--- config.mk ---
export PLATFORM = sky130hd
export DESIGN_NAME = ccip_mmio_csr_responder
export DESIGN_NICKNAME = d
export VERILOG_FILES = /design/src/rtl/ccip_if_pkg.sv /design/src/rtl/ccip_mmio_csr_responder.sv
export SDC_FILE = /design/constraint.sdc
export NUM_CORES = 1
export LEC_CHECK = 0
export CAP_MARGIN = 25
export CORE_AREA = 2 2 267 269
export DETAILED_ROUTE_END_ITERATION = 10
export DIE_AREA = 0 0 269 271
export PLACE_DENSITY = 0.6
export SETUP_SLACK_MARGIN = 0.02
export SLEW_MARGIN = 10
export SYNTH_ARGS = -nofsm -noshare
export SYNTH_HDL_FRONTEND = slang
export SYNTH_SLANG_ARGS = --single-unit
--- constraint.sdc ---
create_clock -name afu_clk -period 2.9 [get_ports afu_clk]
set_clock_uncertainty 0.05 [all_clocks]
set_input_delay 0.435 -clock afu_clk [delete_from_list [all_inputs] [get_ports afu_clk]]
set_output_delay 0.435 -clock afu_clk [all_outputs]
set_load 0.03 [all_outputs]
--- src/rtl/ccip_if_pkg.sv ---
// Minimal CCI-P platform types used by the MMIO CSR responder.
// Field names and widths follow the platform interface definitions.
package ccip_if_pkg;

   typedef logic [27:0] t_ccip_c0_RspMemHdr;

   typedef struct packed {
      logic [15:0] address;
      logic [1:0]  length;
      logic        rsvd0;
      logic [8:0]  tid;
   } t_ccip_c0_ReqMmioHdr;

   typedef struct packed {
      t_ccip_c0_RspMemHdr hdr;
      logic [511:0]       data;
      logic               rspValid;
      logic               mmioRdValid;
      logic               mmioWrValid;
   } t_if_ccip_c0_Rx;

   typedef struct packed {
      logic           c0TxAlmFull;
      logic           c1TxAlmFull;
      t_if_ccip_c0_Rx c0;
   } t_if_ccip_Rx;

   typedef struct packed {
      logic [8:0] tid;
   } t_ccip_c2_RspMmioHdr;

   typedef struct packed {
      t_ccip_c2_RspMmioHdr hdr;
      logic                mmioRdValid;
      logic [63:0]         data;
   } t_if_ccip_c2_Tx;

endpackage

--- src/rtl/ccip_mmio_csr_responder.sv ---
// Host MMIO responder: small CSR file (DFH, AFU ID, scratch, control, activity counters)
// with fixed two-cycle read completions on C2.
module ccip_mmio_csr_responder
   import ccip_if_pkg::*;
#(
   parameter logic [63:0] DFH_VALUE = 64'h1000_0000_0000_1000,
   parameter logic [63:0] AFU_ID_L  = 64'h0,
   parameter logic [63:0] AFU_ID_H  = 64'h0
) (
   input  logic           afu_clk,
   input  logic           afu_softreset,
   input  t_if_ccip_Rx    afu_rx,
   output t_if_ccip_c2_Tx afu_tx_c2,
   output logic [63:0]    csr_ctrl,
   output logic           csr_ctrl_wr
);

   localparam logic [14:0] IdxDfh      = 15'd0;
   localparam logic [14:0] IdxAfuIdL   = 15'd1;
   localparam logic [14:0] IdxAfuIdH   = 15'd2;
   localparam logic [14:0] IdxScratch0 = 15'd5;
   localparam logic [14:0] IdxScratch1 = 15'd6;
   localparam logic [14:0] IdxCtrl     = 15'd7;
   localparam logic [14:0] IdxRdCnt    = 15'd8;
   localparam logic [14:0] IdxWrCnt    = 15'd9;
   localparam logic [14:0] IdxCntClr   = 15'd10;

   t_ccip_c0_ReqMmioHdr req_hdr;
   logic                wr_req, rd_req, wr_ok, wr_odd;
   logic [63:0]         wr_data;

   logic [63:0] scratch0_q, scratch0_d, scratch1_q, scratch1_d, ctrl_q, ctrl_d;
   logic        ctrl_wr_q, ctrl_wr_d, cnt_clr;
   logic [31:0] rd_cnt_q, rd_cnt_d, wr_cnt_q, wr_cnt_d;

   logic        s0_valid_q;
   logic [15:0] s0_addr_q;
   logic [1:0]  s0_len_q;
   logic [8:0]  s0_tid_q;
   logic        s1_valid_q;
   logic [8:0]  s1_tid_q;
   logic [63:0] s1_data_q;
   logic [63:0] rd_sel, rd_data;

   logic unused_rx;

   function automatic logic size_ok(input logic odd, input logic [1:0] len);
      return (len == 2'd0) || ((len == 2'd1) && !odd);
   endfunction

   function automatic logic [63:0] merge_wr(input logic [63:0] old, input logic odd,
                                            input logic [1:0] len, input logic [63:0] data);
      if (len == 2'd1) return data;
      else if (odd) return {data[31:0], old[31:0]};
      else return {old[63:32], data[31:0]};
   endfunction

   assign req_hdr = t_ccip_c0_ReqMmioHdr'(afu_rx.c0.hdr);
   assign wr_data = afu_rx.c0.data[63:0];
   assign wr_odd  = req_hdr.address[0];
   assign wr_req  = afu_rx.c0.mmioWrValid;
   // A read colliding with a write is dropped outright.
   assign rd_req  = afu_rx.c0.mmioRdValid & ~afu_rx.c0.mmioWrValid;
   assign wr_ok   = wr_req & size_ok(wr_odd, req_hdr.length);

   assign unused_rx = ^{afu_rx.c0TxAlmFull, afu_rx.c1TxAlmFull, afu_rx.c0.data[511:64],
                        afu_rx.c0.rspValid, req_hdr.rsvd0};

   always_comb begin
      scratch0_d = scratch0_q;
      scratch1_d = scratch1_q;
      ctrl_d     = ctrl_q;
      ctrl_wr_d  = 1'b0;
      cnt_clr    = 1'b0;
      if (wr_ok) begin
         case (req_hdr.address[15:1])
            IdxScratch0: scratch0_d = merge_wr(scratch0_q, wr_odd, req_hdr.length, wr_data);
            IdxScratch1: scratch1_d = merge_wr(scratch1_q, wr_odd, req_hdr.length, wr_data);
            IdxCtrl: begin
               ctrl_d    = merge_wr(ctrl_q, wr_odd, req_hdr.length, wr_data);
               ctrl_wr_d = 1'b1;
            end
            IdxCntClr: cnt_clr = 1'b1;
            default: ;
         endcase
      end
      // Reads count as they leave stage 0 so an RD_CNT read sees its pre-increment value;
      // a clear overrides any increment landing on the same edge.
      rd_cnt_d = cnt_clr ? 32'h0 : rd_cnt_q + 32'(s0_valid_q);
      wr_cnt_d = cnt_clr ? 32'h0 : wr_cnt_q + 32'(wr_req);
   end

   always_comb begin
      case (s0_addr_q[15:1])
         IdxDfh:      rd_sel = DFH_VALUE;
         IdxAfuIdL:   rd_sel = AFU_ID_L;
         IdxAfuIdH:   rd_sel = AFU_ID_H;
         IdxScratch0: rd_sel = scratch0_q;
         IdxScratch1: rd_sel = scratch1_q;
         IdxCtrl:     rd_sel = ctrl_q;
         IdxRdCnt:    rd_sel = {32'h0, rd_cnt_q};
         IdxWrCnt:    rd_sel = {32'h0, wr_cnt_q};
         default:     rd_sel = 64'h0;
      endcase
      if (!s0_valid_q || !size_ok(s0_addr_q[0], s0_len_q)) begin
         rd_data = 64'h0;
      end else if (s0_len_q == 2'd0) begin
         rd_data = {32'h0, s0_addr_q[0] ? rd_sel[63:32] : rd_sel[31:0]};
      end else begin
         rd_data = rd_sel;
      end
   end

   always_ff @(posedge afu_clk) begin
      if (afu_softreset) begin
         scratch0_q <= '0;
         scratch1_q <= '0;
         ctrl_q     <= '0;
         ctrl_wr_q  <= 1'b0;
         rd_cnt_q   <= '0;
         wr_cnt_q   <= '0;
         s0_valid_q <= 1'b0;
         s0_addr_q  <= '0;
         s0_len_q   <= '0;
         s0_tid_q   <= '0;
         s1_valid_q <= 1'b0;
         s1_tid_q   <= '0;
         s1_data_q  <= '0;
         afu_tx_c2  <= '0;
      end else begin
         scratch0_q <= scratch0_d;
         scratch1_q <= scratch1_d;
         ctrl_q     <= ctrl_d;
         ctrl_wr_q  <= ctrl_wr_d;
         rd_cnt_q   <= rd_cnt_d;
         wr_cnt_q   <= wr_cnt_d;
         s0_valid_q <= rd_req;
         s0_addr_q  <= req_hdr.address;
         s0_len_q   <= req_hdr.length;
         s0_tid_q   <= req_hdr.tid;
         s1_valid_q <= s0_valid_q;
         s1_tid_q   <= s0_valid_q ? s0_tid_q : 9'h0;
         s1_data_q  <= rd_data;
         afu_tx_c2.mmioRdValid <= s1_valid_q;
         afu_tx_c2.hdr.tid     <= s1_tid_q;
         afu_tx_c2.data        <= s1_data_q;
      end
   end

   assign csr_ctrl    = ctrl_q;
   assign csr_ctrl_wr = ctrl_wr_q;

endmodule

==> results.py <==
metrics = {
    "routing": {
        "ant_nets": 0,
        "vias": 14800,
        "drc": 0,
        "routed_via_density": 4.90,
        "drt-total-wl_um": 65400,
        "first_iter_violations": 1352,
        "wl_per_cell_um": 21.7,
        "first_pass_iters": 8,
    },
    "sta": {
        "hold_viol_final": 0,
        "max_clock_freq_mhz": 393,
        "rsz0062_at_grt": "false",
        "setup_viol": 0,
        "fin_crit_ns": 2.54,
        "worst_pin_slew_ns": 0.819,
        "fin_tns_setup_ns": 0,
        "slew_viol_final": 0,
        "fin_hold_ws_ns": 0.131,
        "fin_crit_sh_pct": 87.7,
        "relSlewSlack_pct": 45.4,
    },
    "clock_network": {
        "numCtsBuffers": 48,
        "clk_latency_ns": 0.60,
        "clockBufferDepth": 3,
        "cts_root_buf": "clkbuf_16",
        "htree_levels": 2,
        "clkTransAtPathRegs_ns": 0.06,
        "cts_hold_buf": 0,
        "cts_sinks": 433,
        "cts_resized": 0,
        "cts_tree": "done",
        "post_cts_buffers": 0,
    },
    "layout": {
        "fin_util_pct": 33.1,
        "layout-drive-gt1-share_pct": 11.8,
        "synthToLayoutAreaGrowth_pct": 28.9,
        "final_cell_mix": "dfxtp_1, clkdlybuf4s50_1, nor2b_1",
        "fillerInstances": 7067,
        "final_cell_area_mm2": 0.0231,
        "final_common_cell": "dfxtp_1",
        "nNetsFinal": 2585,
    },
    "hold_path": {
        "hold_class": "in2reg",
    },
    "worst_setup_path": {
        "r2r_setup_slack_ns": 0.36,
        "end_kind": "flip-flop",
        "critPathLaunchType": "flip-flop",
        "crit_fanout": 4,
        "worst_ep_arrival_time_ns": 3.01,
        "required_ns": 3.37,
        "setup.worst_path.class": "reg2reg",
    },
    "pwr": {
        "max-vdd-ir-drop_mv": 0.460,
        "p_per_area_mw_per_mm2": 559,
        "power.leakage_nw": 8.34,
        "total_power_w": 0.0129,
    },
    "yosys": {
        "synth_cell_types": 57,
        "ys_ff_latch": 433,
        "yosys.area_share.adder_pct": 0.279,
        "ys_async_sr_fraction_pct": 0,
        "synthMuxAreaShare_pct": 13.1,
        "ys_warn_count": 0,
        "syn_nets": 2395,
        "synth_xor_area_share_pct": 1.12,
        "synth-main-ff-cell": "dfxtp_1",
        "avgSynthCellArea_um2": 9.72,
        "synth_top_family_by_area": "simple AND/OR/NAND/NOR gates",
        "synthCells": 1844,
        "synth-simple-area-share_pct": 21.7,
        "yosysSeqAreaShare_pct": 48.4,
        "syn_area_mm2": 0.0179,
        "synth_edf_count": 0,
        "synth_compound_area_share_pct": 11.7,
    },
    "place": {
        "port_buffers": 233,
        "place_congestion": 0.857,
        "dp_hpwl_um": 46600,
        "postPlaceCellArea_mm2": 0.0215,
    },
    "global_routing": {
        "grt_pass1_wl_um": 96400,
        "antenna_found_initial": 3,
        "gr-total-overflow": 0,
        "grt_pass1_vias": 14900,
        "grt_usage_pct": 17.5,
        "grt_max_degree": 171,
    },
    "run": {
        "maxCapViolations": 0,
    },
    "floorplanning": {
        "initial_core_util_pct": 25.7,
        "die_y_um": 271,
        "pin_count": 686,
        "num_rows": 97,
        "fp.dieArea_mm2": 0.0729,
        "core_mm2": 0.0698,
        "die_width_um": 269,
    },
    "outcome": {
        "status": "finished, final reports clean",
    },
}
==> layout make-up <==
class | instances | area (um^2) | area share, %
diodes | 3 | 7.51 | 0.0325
multi-input cells | 1252 | 8650 | 37.4
clock buffers | 68 | 1420 | 6.13
inverters | 13 | 48.8 | 0.211
well taps | 940 | 1180 | 5.09
clock inverters | 19 | 221 | 0.959
flip-flops and latches | 433 | 8670 | 37.5
repair buffers | 286 | 2910 | 12.6
==> routing by layer <==
metal	up-vias	GRT usage [%]	wire length, um
li1	6843	-	-
met1	7267	23.0	28300
met2	566	28.2	30100
met3	93	3.60	4680
met4	2	6.30	2290
met5	-	0	13
==> logic make-up after synthesis <==
| family | count (synthesis) |
|---|---|
| compound gates | 336 |
| mux | 223 |
| simple gates | 666 |
| xor+xnor | 23 |
| buf+inv | 159 |
| flops | 433 |
| fa+ha+maj | 4 |
==> state kept, by name, summed over array words and instances (netlist names), 16 cells and up <==
name	count
afu_tx_c2	74
csr_ctrl	64
rd_cnt_q	32
s0_addr_q	16
s1_data_q	64
scratch0_q	64
scratch1_q	64
wr_cnt_q	32
==> worst max-delay path, stage by stage, from the launching register on <==
cell and delay, ns:
dfxtp_1 0.41, ha_1 0.26, ha_1 0.24, nand4_1 0.15
nor4_1 0.57, or4b_2 0.63, a21oi_1 0.16
==> synthesized netlist by cell type, drive strengths merged, types with 30 or more instances <==
library cell / number / area share, %
a22oi: 32 / 1.3
dfxtp: 433 / 48
clkbuf: 112 / 2.3
a222oi: 30 / 1.7
mux2i: 129 / 7.2
o21ai: 144 / 4.0
a21o: 33 / 1.4
nand2b: 164 / 5.7
mux2: 94 / 5.9
nand2: 61 / 1.3
a21oi: 65 / 1.8
buf: 34 / 1.1
nor2: 62 / 1.3
nor2b: 167 / 5.8
nand3: 86 / 2.4
==> power breakdown <==
part / switching [W] / total [W] / internal [W]
sequential: 0.0000305 / 0.00601 / 0.00598
clock: 0.00260 / 0.00629 / 0.00369
combinational: 0.000356 / 0.000627 / 0.000271
==> through the flow <==
step,cells,setup slack [ns]
global route,3011,0.216
CTS,3011,0.390
global placement,2924,0.0412
finish,3014,0.356
floorplan,1844,0.808
detailed placement,2924,0.0224
==> final timing paths <==
kind / from / end / cells after the start
hold / removal: afu_softreset / afu_tx_c2[35] / 2
setup / recovery: s0_valid_q / rd_cnt_q[18] / 6
setup reg to reg: s0_valid_q / rd_cnt_q[18] / 6
hold reg to reg: s1_data_q[59] / afu_tx_c2[59] / 1
No activity file was read; power rests on OpenSTA's default activity.
